### config.mk
export PLATFORM = sky130hd
export DESIGN_NAME = udp_rx_probe_tap
export DESIGN_NICKNAME = d
export VERILOG_FILES = /design/src/rtl/udp_rx_probe_tap.sv
export SDC_FILE = /design/constraint.sdc
export NUM_CORES = 1
export LEC_CHECK = 0
export ABC_AREA = 1
export CAP_MARGIN = 20
export CELL_PAD_IN_SITES_DETAIL_PLACEMENT = 2
export CELL_PAD_IN_SITES_GLOBAL_PLACEMENT = 2
export CORE_MARGIN = 3
export CORE_UTILIZATION = 30
export CTS_BUF_LIST = sky130_fd_sc_hd__clkbuf_4
export DETAILED_ROUTE_END_ITERATION = 12
export PLACE_DENSITY = 0.78
export SLEW_MARGIN = 25
export SYNTH_ARGS = -nofsm -noshare
export SYNTH_HDL_FRONTEND = slang
export SYNTH_SLANG_ARGS = --single-unit
### constraint.sdc
create_clock -name clk -period 7.85 [get_ports clk]
set_clock_uncertainty 0.1 [all_clocks]
set_input_delay 2.355 -clock clk [delete_from_list [all_inputs] [get_ports clk]]
set_output_delay 2.355 -clock clk [all_outputs]
set_load 0.005 [all_outputs]
### src/rtl/udp_rx_probe_tap.sv
// Passive GMII receive tap: two-stage pipeline feeding an aligned probe bus to a debug capture core.
// Stage 1 registers the raw inputs; stage 2 (the probe registers) holds the frame-parser state.
module udp_rx_probe_tap #(
  parameter int unsigned TS_W    = 25,
  parameter int unsigned FCNT_W  = 10,
  parameter int unsigned MIN_PRE = 1
) (
  input  logic              clk,
  input  logic              rst,
  input  logic [7:0]        rxd,
  input  logic              rx_dv,
  input  logic              rx_er,
  output logic [7:0]        probe_data,
  output logic              probe_valid,
  output logic [15:0]       probe_byte_cnt,
  output logic [TS_W-1:0]   probe_ts,
  output logic [1:0]        probe_state,
  output logic [7:0]        probe_pre_cnt,
  output logic [TS_W-1:0]   probe_sof_ts,
  output logic [FCNT_W-1:0] probe_frame_cnt,
  output logic              probe_sof,
  output logic              probe_eof,
  output logic [15:0]       probe_last_len
);

  typedef enum logic [1:0] {
    StIdle = 2'd0,
    StPre  = 2'd1,
    StBody = 2'd2,
    StErr  = 2'd3
  } state_e;

  state_e            state_q, state_d;
  logic [7:0]        s1_d;
  logic              s1_dv, s1_er;
  logic [TS_W-1:0]   ts_q;
  // Body bytes received so far; probe_byte_cnt shows the index of the current byte instead.
  logic [15:0]       cnt_q, cnt_d;
  logic [15:0]       idx_d;
  logic [7:0]        pre_d;
  logic [TS_W-1:0]   sof_ts_d;
  logic [FCNT_W-1:0] fcnt_d;
  logic [15:0]       last_d;
  logic              sof_d, eof_d;

  assign probe_state = state_q;

  always_comb begin
    state_d  = state_q;
    pre_d    = probe_pre_cnt;
    cnt_d    = cnt_q;
    idx_d    = probe_byte_cnt;
    sof_ts_d = probe_sof_ts;
    fcnt_d   = probe_frame_cnt;
    last_d   = probe_last_len;
    sof_d    = 1'b0;
    eof_d    = 1'b0;
    unique case (state_q)
      StIdle: begin
        if (s1_dv) begin
          if (s1_d == 8'h55) begin
            state_d = StPre;
            pre_d   = 8'd1;
          end else begin
            state_d = StErr;
          end
        end
      end
      StPre: begin
        if (!s1_dv) begin
          state_d = StIdle;
          pre_d   = 8'd0;
        end else if (s1_er) begin
          state_d = StErr;
        end else if (s1_d == 8'h55) begin
          if (probe_pre_cnt != 8'hff) pre_d = probe_pre_cnt + 8'd1;
        end else if (s1_d == 8'hd5 && 32'(probe_pre_cnt) >= MIN_PRE) begin
          state_d  = StBody;
          sof_d    = 1'b1;
          sof_ts_d = ts_q;
          cnt_d    = 16'd0;
          idx_d    = 16'd0;
        end else begin
          state_d = StErr;
        end
      end
      StBody: begin
        // dv fall wins over a simultaneous er, so such a frame still counts as good.
        if (!s1_dv) begin
          state_d = StIdle;
          pre_d   = 8'd0;
          eof_d   = 1'b1;
          fcnt_d  = probe_frame_cnt + FCNT_W'(1);
          last_d  = cnt_q;
        end else if (s1_er) begin
          state_d = StErr;
        end else begin
          idx_d = cnt_q;
          if (cnt_q != 16'hffff) cnt_d = cnt_q + 16'd1;
        end
      end
      StErr: begin
        if (!s1_dv) begin
          state_d = StIdle;
          pre_d   = 8'd0;
        end
      end
      default: state_d = StIdle;
    endcase
  end

  always_ff @(posedge clk or posedge rst) begin
    if (rst) begin
      s1_d            <= 8'd0;
      s1_dv           <= 1'b0;
      s1_er           <= 1'b0;
      ts_q            <= '0;
      cnt_q           <= 16'd0;
      state_q         <= StIdle;
      probe_data      <= 8'd0;
      probe_valid     <= 1'b0;
      probe_byte_cnt  <= 16'd0;
      probe_ts        <= '0;
      probe_pre_cnt   <= 8'd0;
      probe_sof_ts    <= '0;
      probe_frame_cnt <= '0;
      probe_sof       <= 1'b0;
      probe_eof       <= 1'b0;
      probe_last_len  <= 16'd0;
    end else begin
      s1_d            <= rxd;
      s1_dv           <= rx_dv;
      s1_er           <= rx_er;
      ts_q            <= ts_q + TS_W'(1);
      cnt_q           <= cnt_d;
      state_q         <= state_d;
      probe_data      <= s1_d;
      probe_valid     <= s1_dv;
      probe_byte_cnt  <= idx_d;
      probe_ts        <= ts_q;
      probe_pre_cnt   <= pre_d;
      probe_sof_ts    <= sof_ts_d;
      probe_frame_cnt <= fcnt_d;
      probe_sof       <= sof_d;
      probe_eof       <= eof_d;
      probe_last_len  <= last_d;
    end
  end

endmodule
; After elaboration in Yosys (flattened, before gate mapping)
; Cells that the tools add are included.
[word_totals]
regBits = 164
word_cells = 93
[op_classes]
muxes = 36
eq_ne = 23
add_sub_neg = 4
reduce_logical = 10
n_bitwise = 3
n_lt_le_gt_ge = 1
[op_table]
columns = cell, n
row1 = $mux 16, 9
row2 = $pmux 16 s2, 2
row3 = $mux 8, 7
row4 = $add 25x1->25 const B, 1
row5 = $pmux 8 s3, 1
row6 = $ne 2x2->1 const B, 11
row7 = $add 16x1->16 const B, 1
row8 = $mux 2, 8
row9 = $ne 16x16->1 const B, 1
row10 = $ne 3x3->1 const B, 4
row11 = $add 10x1->10 const B, 1
row12 = $add 8x1->8 const B, 1
row13 = $eq 8x7->1 const B, 1
row14 = $eq 8x8->1 const B, 1
row15 = $ge 8x1->1 const B, 1
row16 = $mux 1, 8
row17 = $ne 8x8->1 const B, 1
row18 = $pmux 2 s4, 1
row19 = $reduce_and 8->1, 1
row20 = $reduce_and 7->1, 1
row21 = $reduce_and 6->1, 1
row22 = $reduce_and 5->1, 1
row23 = $eq 2x2->1 const B, 2
row24 = $ne 4x4->1 const B, 1
row25 = other kinds (8), 10

; Logic depth before layout (Yosys ltp)
; Gate-level depths: netlist (run 1).
[logic_depth]
word_depth = 7
depth_mapped = 12
mapped_depth_nobuf = 12

; Worst setup path after synthesis (run 1)
; OpenSTA, ideal clock, no wires.
[synth_path]
kind = flip-flop to output port
startpoint = register state_q[1] (netlist: probe_state[1])
endpoint = output probe_state[1]
t_required_ns = 5.395
arrival_time_ns = 0.444
slack_ns = 4.951
path_stages_with_launch = 1
cell_sequence = dfrtp_1
[synth_lines]
columns = element, line_no
row1 = start: declaration, 33  ; state_e state_q, state_d;
row2 = start signal: assignment, 119  ; state_q <= StIdle;
row3 = start signal: assignment, 136  ; state_q <= state_d;
row4 = end: declaration, 17  ; output logic [1:0] probe_state,
; No word-level cell between the ends.

; Final worst setup path (run 1)
[layout_path]
startpoint = register state_q[1] (netlist: probe_state[1])
endpoint = output probe_state[1]
; No word-level cell between the ends.

==> results of run 1 <==
[logic make-up after synthesis]
logic type               after synthesis  share of synthesized area [%]
XOR/XNOR                              32                           4.01
buffers and inverters                100                           6.07
adder cells (fa/ha/maj)                6                           1.07
AO/OA/AOI/OAI                         69                           5.00
flip-flops                           164                           58.7
AND/OR/NAND/NOR                      416                           25.1
[area by class of cell]
type | count | area (um^2) | share of cell area (%)
Clock inverter | 14 | 166 | 1.88
Timing Repair Buffer | 125 | 1250 | 14.1
Clock buffer | 18 | 135 | 1.53
Multi-Input combinational cell | 523 | 2460 | 27.8
Inverter | 87 | 339 | 3.83
Tap cell | 313 | 392 | 4.43
Antenna cell | 1 | 2.50 | 0.0283
Sequential cell | 164 | 4100 | 46.4
[where the power goes]
part / internal [mW] / leakage (nW) / total, mW / switching (mW)
Sequential: 0.890 / 2.20 / 0.952 / 0.0616
Combinational: 0.142 / 1.68 / 0.424 / 0.283
Clock: 0.204 / 0.162 / 0.543 / 0.338
[placed cells by master, fill, tap and decap left out, drive strengths merged, types with 6 or more instances in the layout]
master,n
nand4,15
clkbuf,18
nand2,264
dfrtp,164
ha,6
clkdlybuf4s50,124
xor2,28
nor3,16
nor2,77
inv,95
o21ai,62
nand3,43
[flip-flops by register name, indices dropped and copies added (netlist names)]
register / count
s1_dv: 1
probe_eof: 1
probe_valid: 1
probe_frame_cnt: 10
ts_q: 25
probe_byte_cnt: 16
probe_state: 2
s1_er: 1
probe_pre_cnt: 8
s1_d: 8
probe_ts: 25
probe_data: 8
probe_last_len: 16
probe_sof: 1
cnt_q: 16
probe_sof_ts: 25
[per-stage QoR]
stage	instances	util, %	hold slack (ps)	power (mW)
floorplan	787	-	254	1.22
global placement	1212	37.5	265	1.39
detailed placement	1212	37.5	265	1.40
CTS	1244	38.8	301	1.95
global route	1245	38.8	318	2.04
finish	1245	38.8	296	1.92
[metal layers]
metal	vias to the layer above	track usage (%)	routed length, um
met5	-	0	0
met4	0	4.34	219
met3	20	3.32	733
met2	95	28.3	9950
met1	2897	22.4	9430
li1	2724	-	-
[worst max path at each step]
stage | end | cells past startpoint | slack (ps) | start
after floorplan | cnt_q[0] | 1 | 960 | rst
after global placement | probe_ts[22] | 3 | 3320 | rst
after detailed placement | ts_q[16] | 3 | 3310 | rst
after CTS | probe_state[1] | 1 | 3660 | probe_state[1]
after global routing | probe_pre_cnt[3] | 1 | 3630 | probe_pre_cnt[3]
final | probe_state[1] | 1 | 3720 | probe_state[1]
[Yosys cell counts (all sizes together)]
library cell / number
xor2: 28
ha: 6
nor2: 77
nand2: 264
inv: 87
nor4: 1
dfrtp: 164
clkbuf: 5
buf: 8
o22ai: 1
nand3: 43
xnor2: 4
a211oi: 1
o21ai: 62
nor3: 16
nand4: 15
a21oi: 5
==> reports/results.tsv, run 1 <==
stage	metric	value	unit
logic_synthesis	sequential share of the synthesized area	58.7	%
finish	nets	936	
global_routing	vias in the first global route	6243	
die	I/O pin count	125	
routing	DRT antenna net count	0	
sta	Final period util	52.6	%
placement	RD Place Congestion	0.771	
critical_path	Worst Path Required	5390	ps
die	initial core utilization	30.7	%
finish	final instance area	8850	um^2
critical_path	critical-path cell list	clkdlybuf4s50_1	
logic_synthesis	Yosys top cell area share	58.7	%
critical_path	reg2reg start	probe_pre_cnt[0]	
global_routing	initial antenna violation count	1	
sta	fin. max-slew vios	0	
die	Die Span X	159	um
critical_path	critical path's slowest cell	clkdlybuf4s50_1	
global_routing	largest net degree at the start of global routing	110	
cts	Post-CTS Repair Setup Buffers	0	
critical_path	R2R cell count	11	
sta	worst relative slew slack	41.6	%
die	Core ar.	22800	um^2
logic_synthesis	Distinct cells, synth	28	
routing	vias after detailed routing	5736	
placement	IO Port Bufs	124	
critical_path	CP top delay family	buffers and inverters	
logic_synthesis	syn nets	805	
cts	CTS H-tree lvls	4	
routing	wire length per cell	16.3	um
cts	# hold bufs at CTS	0	
global_routing	first-pass GRT wire length	33500	um
power	pwr dens	217	nW/um^2
sta	setup total negative slack	0	ps
finish	area grow syn2layout	26.6	%
logic_synthesis	top cell type by total area after synthesis	dfrtp_1	
critical_path	CP arrival	1670	ps
routing	Iteration-0 DRC Markers	221	
power	LEAKAGE	4.04	nW
die	Die H	159	um
logic_synthesis	Mean Syn Cell Area	8.88	um^2
cts	later-pin clock latency in the skew report	570	ps
cts	post_cts resized	0	
sta	Setup Viol. Count Final	0	
sta	worst setup margin	3720	ps
run_status	status	finished clean	
cts	worst-case clock buffer depth	2	
global_routing	total global-route track usage	16.8	%
logic_synthesis	synth warn	0	
logic_synthesis	post-synthesis register bit count	164	
logic_synthesis	cells after synthesis	787	
placement	DP Area	8540	um^2
sta	unrepaired setup endpoints after global routing	no	
cts	CTS tree	yes	
critical_path	R2R Setup Slk	5240	ps
critical_path	Max stage delay on crit path	570	ps
hold_path	worst hold path depth	0	
critical_path	CP Buf/Inv Count	1	
finish	layout cells sized above 1	5.80	%
sta	fmax	242	MHz
sta	Worst Tran Pin Value	873	ps
hold_path	worst hold path startpoint	s1_d[2]	
critical_path	critical path capture point type	output pin	
logic_synthesis	Synth area leaders	dfrtp_1 (59%), nand2_1 (14%), inv_1 (4.4%), nor2_1 (3.8%), xor2_1 (3.5%)	
routing	Routed WL	20300	um
finish	layout filler cell count	2554	
power	worst vdd ir	0.0851	mV
cts	clock root buffer	clkbuf_4	
hold_path	hold endpoint	probe_data[2]	
die	row count	55	
cts	CTS clk-pin slew, worst paths	150	ps
cts	clock sinks	164	
placement	Setup WS pre-CTS	3310	ps
critical_path	Critical Path Start Type	flop	
cts	total CTS buffers	17	
sta	Fin. Hold Viols	0	
sta	Period minus WS final	4130	ps
routing	First-pass DRT Iterations	4	
run	maxcap violations	0	
logic_synthesis	Synth Cell Area	6990	um^2
global_routing	total congestion overflow	0	
die	Die ar.	25200	um^2
placement	post-DP HPWL	14700	um
routing	DRC violations left	0	
critical_path	kind of critical path	flop to output pin	
critical_path	maximum fanout along the worst path	6	
routing	Vias/cell	4.61	
hold_path	Hold Crit Class	flop to flop	
critical_path	R2R Path End	probe_sof_ts[5]	
(Power assumes the default switching activity.)
==> run 2, diff against run 1 <==
Clock period 7.85 ns to 3.9 ns, I/O delays scaled along.
==> run 2 against run 1 <==
Against the previous run:
- utilization about the same
- worst hold slack better by 1.5 ps
- first-iteration DRC count up 2.7%
- largest cell class unchanged
==> reports/results.tsv, run 2 (synthesis results as in run 1) <==
stage	metric	value	unit	change
die	Die Span X	159	um	unchanged
cts	CTS clk-pin slew, worst paths	150	ps	about the same
die	Core ar.	22800	um^2	unchanged
global_routing	total global-route track usage	17.2	%	+0.36 points
finish	nets	940		+0.43%
run	maxcap violations	0		unchanged
routing	DRT antenna net count	0		unchanged
die	initial core utilization	30.7	%	unchanged
cts	# hold bufs at CTS	0		unchanged
sta	Setup Viol. Count Final	0		unchanged
sta	fin. max-slew vios	0		unchanged
hold_path	Hold Crit Class	flop to flop		
critical_path	Worst Path Required	2630	ps	-2760 ps
power	share of total power in sequential cells	50.5	%	+0.9 points
placement	RD Place Congestion	0.802		+4.0%
global_routing	largest net degree at the start of global routing	47		-57%
routing	vias after detailed routing	5761		+0.44%
critical_path	kind of critical path	flop to output pin		
placement	DP Area	8580	um^2	+0.48%
critical_path	R2R Setup Slk	1390	ps	-3850 ps
finish	most common library cell in the layout ignoring fill and taps	nand2_1		
critical_path	CP Buf/Inv Count	1		unchanged
critical_path	critical path's slowest cell	clkdlybuf4s50_1		
die	Die H	159	um	unchanged
finish	final instance area	8860	um^2	+0.11%
global_routing	vias in the first global route	6323		+1.3%
die	row count	55		unchanged
sta	unrepaired setup endpoints after global routing	no		
power	switching power share of the total	36.1	%	+0.49 points
cts	clock root buffer	clkbuf_4		
global_routing	total congestion overflow	0		unchanged
cts	post_cts resized	0		unchanged
finish	biggest regs	probe_sof_ts x25, probe_ts x25, ts_q x25		
finish	layout filler cell count	2573		+0.74%
power	worst vdd ir	0.193	mV	+130%
cts	total CTS buffers	17		unchanged
finish	area grow syn2layout	26.8	%	
power	internal power	2.41	mW	+95%
run_status	status	finished clean		
finish	layout cells sized above 1	6.31	%	+0.51 points
power	pwr dens	426	nW/um^2	+97%
routing	wire length per cell	16.4	um	+0.54%
cts	later-pin clock latency in the skew report	560	ps	about the same
finish	end-of-flow core utilization	38.9	%	+0.044 points
placement	Setup WS pre-CTS	1360	ps	-1960 ps
global_routing	initial antenna violation count	1		unchanged
critical_path	critical path capture point type	output pin		
routing	Routed WL	20500	um	+0.87%
sta	Worst Tran Pin Value	864	ps	-9.57 ps
critical_path	maximum fanout along the worst path	6		unchanged
sta	worst setup margin	971	ps	-2750 ps
power	Combinational Power Share	22.6	%	+0.5 points
die	I/O pin count	125		unchanged
global_routing	first-pass GRT wire length	34100	um	+2.0%
cts	CTS tree	yes		
cts	CTS H-tree lvls	4		unchanged
cts	worst-case clock buffer depth	2		unchanged
finish	storage element area	4100	um^2	unchanged
sta	fmax	341	MHz	
finish	most frequent cells in the layout	nand2_1 (257), dfrtp_1 (164), clkdlybuf4s50_1 (124), inv_1 (80), nor2_1 (70)		
sta	Period minus WS final	2930	ps	
cts	clock sinks	164		unchanged
placement	IO Port Bufs	124		unchanged
critical_path	Critical Path Start Type	flop		
routing	Iteration-0 DRC Markers	227		+2.7%
critical_path	Max stage delay on crit path	580	ps	about the same
sta	Fin. Hold Viols	0		unchanged
power	Psw	1.36	mW	+99%
routing	DRC violations left	0		unchanged
power	overall power	3.78	mW	+97%
power	LEAKAGE	4.04	nW	-0.12%
power	clock network power share	26.9	%	-1.4 points
sta	setup total negative slack	0	ps	unchanged
routing	Vias/cell	4.61		+0.11%
finish	area of the multi-input gates	2460	um^2	unchanged
critical_path	CP arrival	1660	ps	about the same
routing	First-pass DRT Iterations	4		unchanged
placement	post-DP HPWL	15500	um	+4.9%
sta	worst relative slew slack	42.2	%	+0.64 points
sta	Final period util	75.1	%	
critical_path	critical-path cell list	clkdlybuf4s50_1		
critical_path	CP top delay family	buffers and inverters		
die	Die ar.	25200	um^2	unchanged
cts	Post-CTS Repair Setup Buffers	0		unchanged
## run 2: cell types whose count changed in the layout (fill, tap and decap cells not counted), sizes merged
cell      before  now
buf            1    5
bufinv         2    1
clkbuf        18   17
clkinv         3    4
clkinvlp       1    5
inv           95   92
## run 2: layer usage
metal / vias to the layer above / share of wire, % / global-route usage (%)
met5: - / 0 / 0
met1: 2876 / 46 / 23.4
met3: 22 / 3.2 / 2.94
met2: 112 / 49 / 28.4
li1: 2751 / - / -
met4: 0 / 1.6 / 4.79
## run 2: through the flow
stage | hold slack (ps) | std cells
after global routing | 315 | 1249
after floorplan | 254 | 787
final | 298 | 1249
after detailed placement | 271 | 1216
after global placement | 273 | 1216
after CTS | 306 | 1248
## run 2: power groups by stage
stage          Combinational (mW)  Clock (mW)  Sequential (mW)
6_report                    0.852        1.02             1.91
2_1_floorplan               0.547           0             1.91
3_3_place_gp                0.852           0             1.93
4_1_cts                     0.880        1.07             1.91
5_1_grt                     0.978        1.15             1.92
3_5_place_dp                0.875           0             1.94
## run 2: layout make-up
cell class              instances  share of cell area [%]
diodes                          1                  0.0283
clock buffers                  17                    1.44
clock inverters                15                    1.64
inverters                      87                    3.79
multi-input cells             523                    27.8
flip-flops and latches        164                    46.3
well taps                     313                    4.42
repair buffers                129                    14.6
## run 2: path summary, 6_finish.rpt
check | start | end | depth (start not counted)
worst max-delay path | probe_state[1] | probe_state[1] | 1
worst min-delay path | s1_d[0] | probe_data[0] | 0
worst max register to register | probe_pre_cnt[1] | probe_sof_ts[6] | 12
worst min register to register | s1_d[0] | probe_data[0] | 0
max in group asynchronous | rst | probe_state[0] | 3
min in group asynchronous | rst | probe_sof_ts[16] | 2
==> run 3, diff against run 2 <==
Clock period 3.9 ns to 2.7 ns, I/O delays scaled along.
==> run 3 against run 2 <==
Against the previous run:
- sequential power rose by 44%
- routed wire length down 1.2%
- worst hold slack improved by 5.0 ps
- critical path type unchanged
- largest cell class unchanged
==> reports/results.tsv, run 3 (synthesis results as in run 1) <==
stage	metric	value	unit	change
die	Die H	159	um	unchanged
run	maxcap violations	0		unchanged
finish	final cell count without fillers	1249		unchanged
sta	unrepaired setup endpoints after global routing	no		
cts	worst-case clock buffer depth	2		unchanged
critical_path	CP top delay family	buffers and inverters		
finish	most frequent cells in the layout	nand2_1 (257), dfrtp_1 (164), clkdlybuf4s50_1 (124), inv_1 (80), nor2_1 (70)		
run_status	status	finished clean		
power	clock network power share	27.2	%	+0.3 points
sta	Worst Tran Pin Value	555	ps	-309 ps
routing	Vias/cell	4.63		+0.35%
cts	later-pin clock latency in the skew report	590	ps	+30 ps
die	Die Span X	159	um	unchanged
die	Die ar.	25200	um^2	unchanged
placement	IO Port Bufs	124		unchanged
power	LEAKAGE	4.06	nW	+0.61%
power	share of total power in sequential cells	50.2	%	-0.3 points
sta	Fin. Hold Viols	0		unchanged
critical_path	Worst Path Required	1790	ps	-840 ps
sta	fmax	384	MHz	
routing	DRT antenna net count	0		unchanged
placement	post-DP HPWL	15100	um	-2.5%
finish	biggest regs	probe_sof_ts x25, probe_ts x25, ts_q x25		
power	pwr dens	616	nW/um^2	+44%
die	initial core utilization	30.7	%	unchanged
critical_path	critical path's slowest cell	clkdlybuf4s50_1		
critical_path	critical path capture point type	output pin		
critical_path	Max stage delay on crit path	580	ps	about the same
cts	clock root buffer	clkbuf_4		
routing	First-pass DRT Iterations	4		unchanged
global_routing	total global-route track usage	17.1	%	-0.13 points
global_routing	largest net degree at the start of global routing	74		+57%
critical_path	critical-path cell list	clkdlybuf4s50_1		
finish	layout cells sized above 1	6.31	%	unchanged
routing	Routed WL	20300	um	-1.2%
die	I/O pin count	125		unchanged
global_routing	initial antenna violation count	1		unchanged
critical_path	CP arrival	1690	ps	+30 ps
power	overall power	5.48	mW	+45%
hold_path	Hold Crit Class	flop to flop		
power	Psw	2.04	mW	+50%
global_routing	vias in the first global route	6352		+0.46%
cts	CTS tree	yes		
cts	total CTS buffers	17		unchanged
die	Core ar.	22800	um^2	unchanged
finish	nets	940		unchanged
sta	Final period util	96.5	%	
sta	Period minus WS final	2600	ps	
global_routing	total congestion overflow	0		unchanged
routing	DRC violations left	0		unchanged
placement	RD Place Congestion	0.785		-2.1%
sta	fin. max-slew vios	0		unchanged
routing	wire length per cell	16.2	um	-1.2%
cts	Post-CTS Repair Setup Buffers	0		unchanged
cts	CTS H-tree lvls	4		unchanged
cts	clock sinks	164		unchanged
routing	vias after detailed routing	5781		+0.35%
sta	Setup Viol. Count Final	0		unchanged
critical_path	kind of critical path	flop to output pin		
die	row count	55		unchanged
placement	post-placement cell count	1216		unchanged
cts	CTS clk-pin slew, worst paths	160	ps	about the same
sta	worst relative slew slack	62.9	%	+21 points
cts	# hold bufs at CTS	0		unchanged
finish	most common library cell in the layout ignoring fill and taps	nand2_1		
critical_path	Critical Path Start Type	flop		
finish	area grow syn2layout	27.3	%	
critical_path	maximum fanout along the worst path	8		+2
power	Combinational Power Share	22.6	%	about the same
power	internal power	3.43	mW	+42%
routing	Iteration-0 DRC Markers	214		-5.7%
critical_path	CP Buf/Inv Count	1		unchanged
global_routing	first-pass GRT wire length	33900	um	-0.71%
cts	post_cts resized	0		unchanged
power	worst vdd ir	0.250	mV	+29%
power	switching power share of the total	37.3	%	+1.2 points
==> run 3: layout make-up <==
class	instances	area, um^2
inverters	87	335
fillers	2581	13900
diodes	1	2.50
flip-flops and latches	164	4100
multi-input cells	523	2460
clock buffers	17	128
well taps	313	392
clock inverters	15	158
repair buffers	129	1320
==> run 3: metal layers <==
| layer | share of wire, % | vias to the layer above | track usage, % |
|---|---|---|---|
| li1 | - | 2735 | - |
| met1 | 47 | 2929 | 22.7 |
| met2 | 48 | 103 | 29.0 |
| met3 | 3.4 | 14 | 3.26 |
| met4 | 0.89 | 0 | 3.85 |
| met5 | 0 | - | 0 |
==> run 3: worst paths after layout <==
check / end / depth (start not counted) / slack [ps] / startpoint
setup / recovery: probe_pre_cnt[2] / 1 / 100 / probe_pre_cnt[2]
hold / removal: probe_data[2] / 0 / 300 / s1_d[2]
setup reg to reg: probe_sof_ts[16] / 12 / 600 / probe_pre_cnt[1]
hold reg to reg: probe_data[2] / 0 / 300 / s1_d[2]
max in group asynchronous: cnt_q[2] / 3 / 1410 / rst
min in group asynchronous: s1_d[3] / 2 / 410 / rst
==> run 3: power groups by stage <==
stage	sequential (mW)	clock [mW]	combinational, mW
2_1_floorplan	2.76	0	0.791
3_3_place_gp	2.79	0	1.23
3_5_place_dp	2.80	0	1.28
4_1_cts	2.75	1.54	1.28
5_1_grt	2.78	1.64	1.41
6_report	2.75	1.49	1.24
==> run 3: through the flow <==
stage	util [%]	hold WS, ps	setup slack (ps)	setup TNS, ps	area (um^2)
floorplan	-	254	-295	-48350	6990
global placement	37.8	264	668	0	8610
detailed placement	37.8	267	584	0	8610
CTS	39.0	302	52.7	0	8890
global route	39.0	326	6.59	0	8890
finish	39.0	303	95.5	0	8890
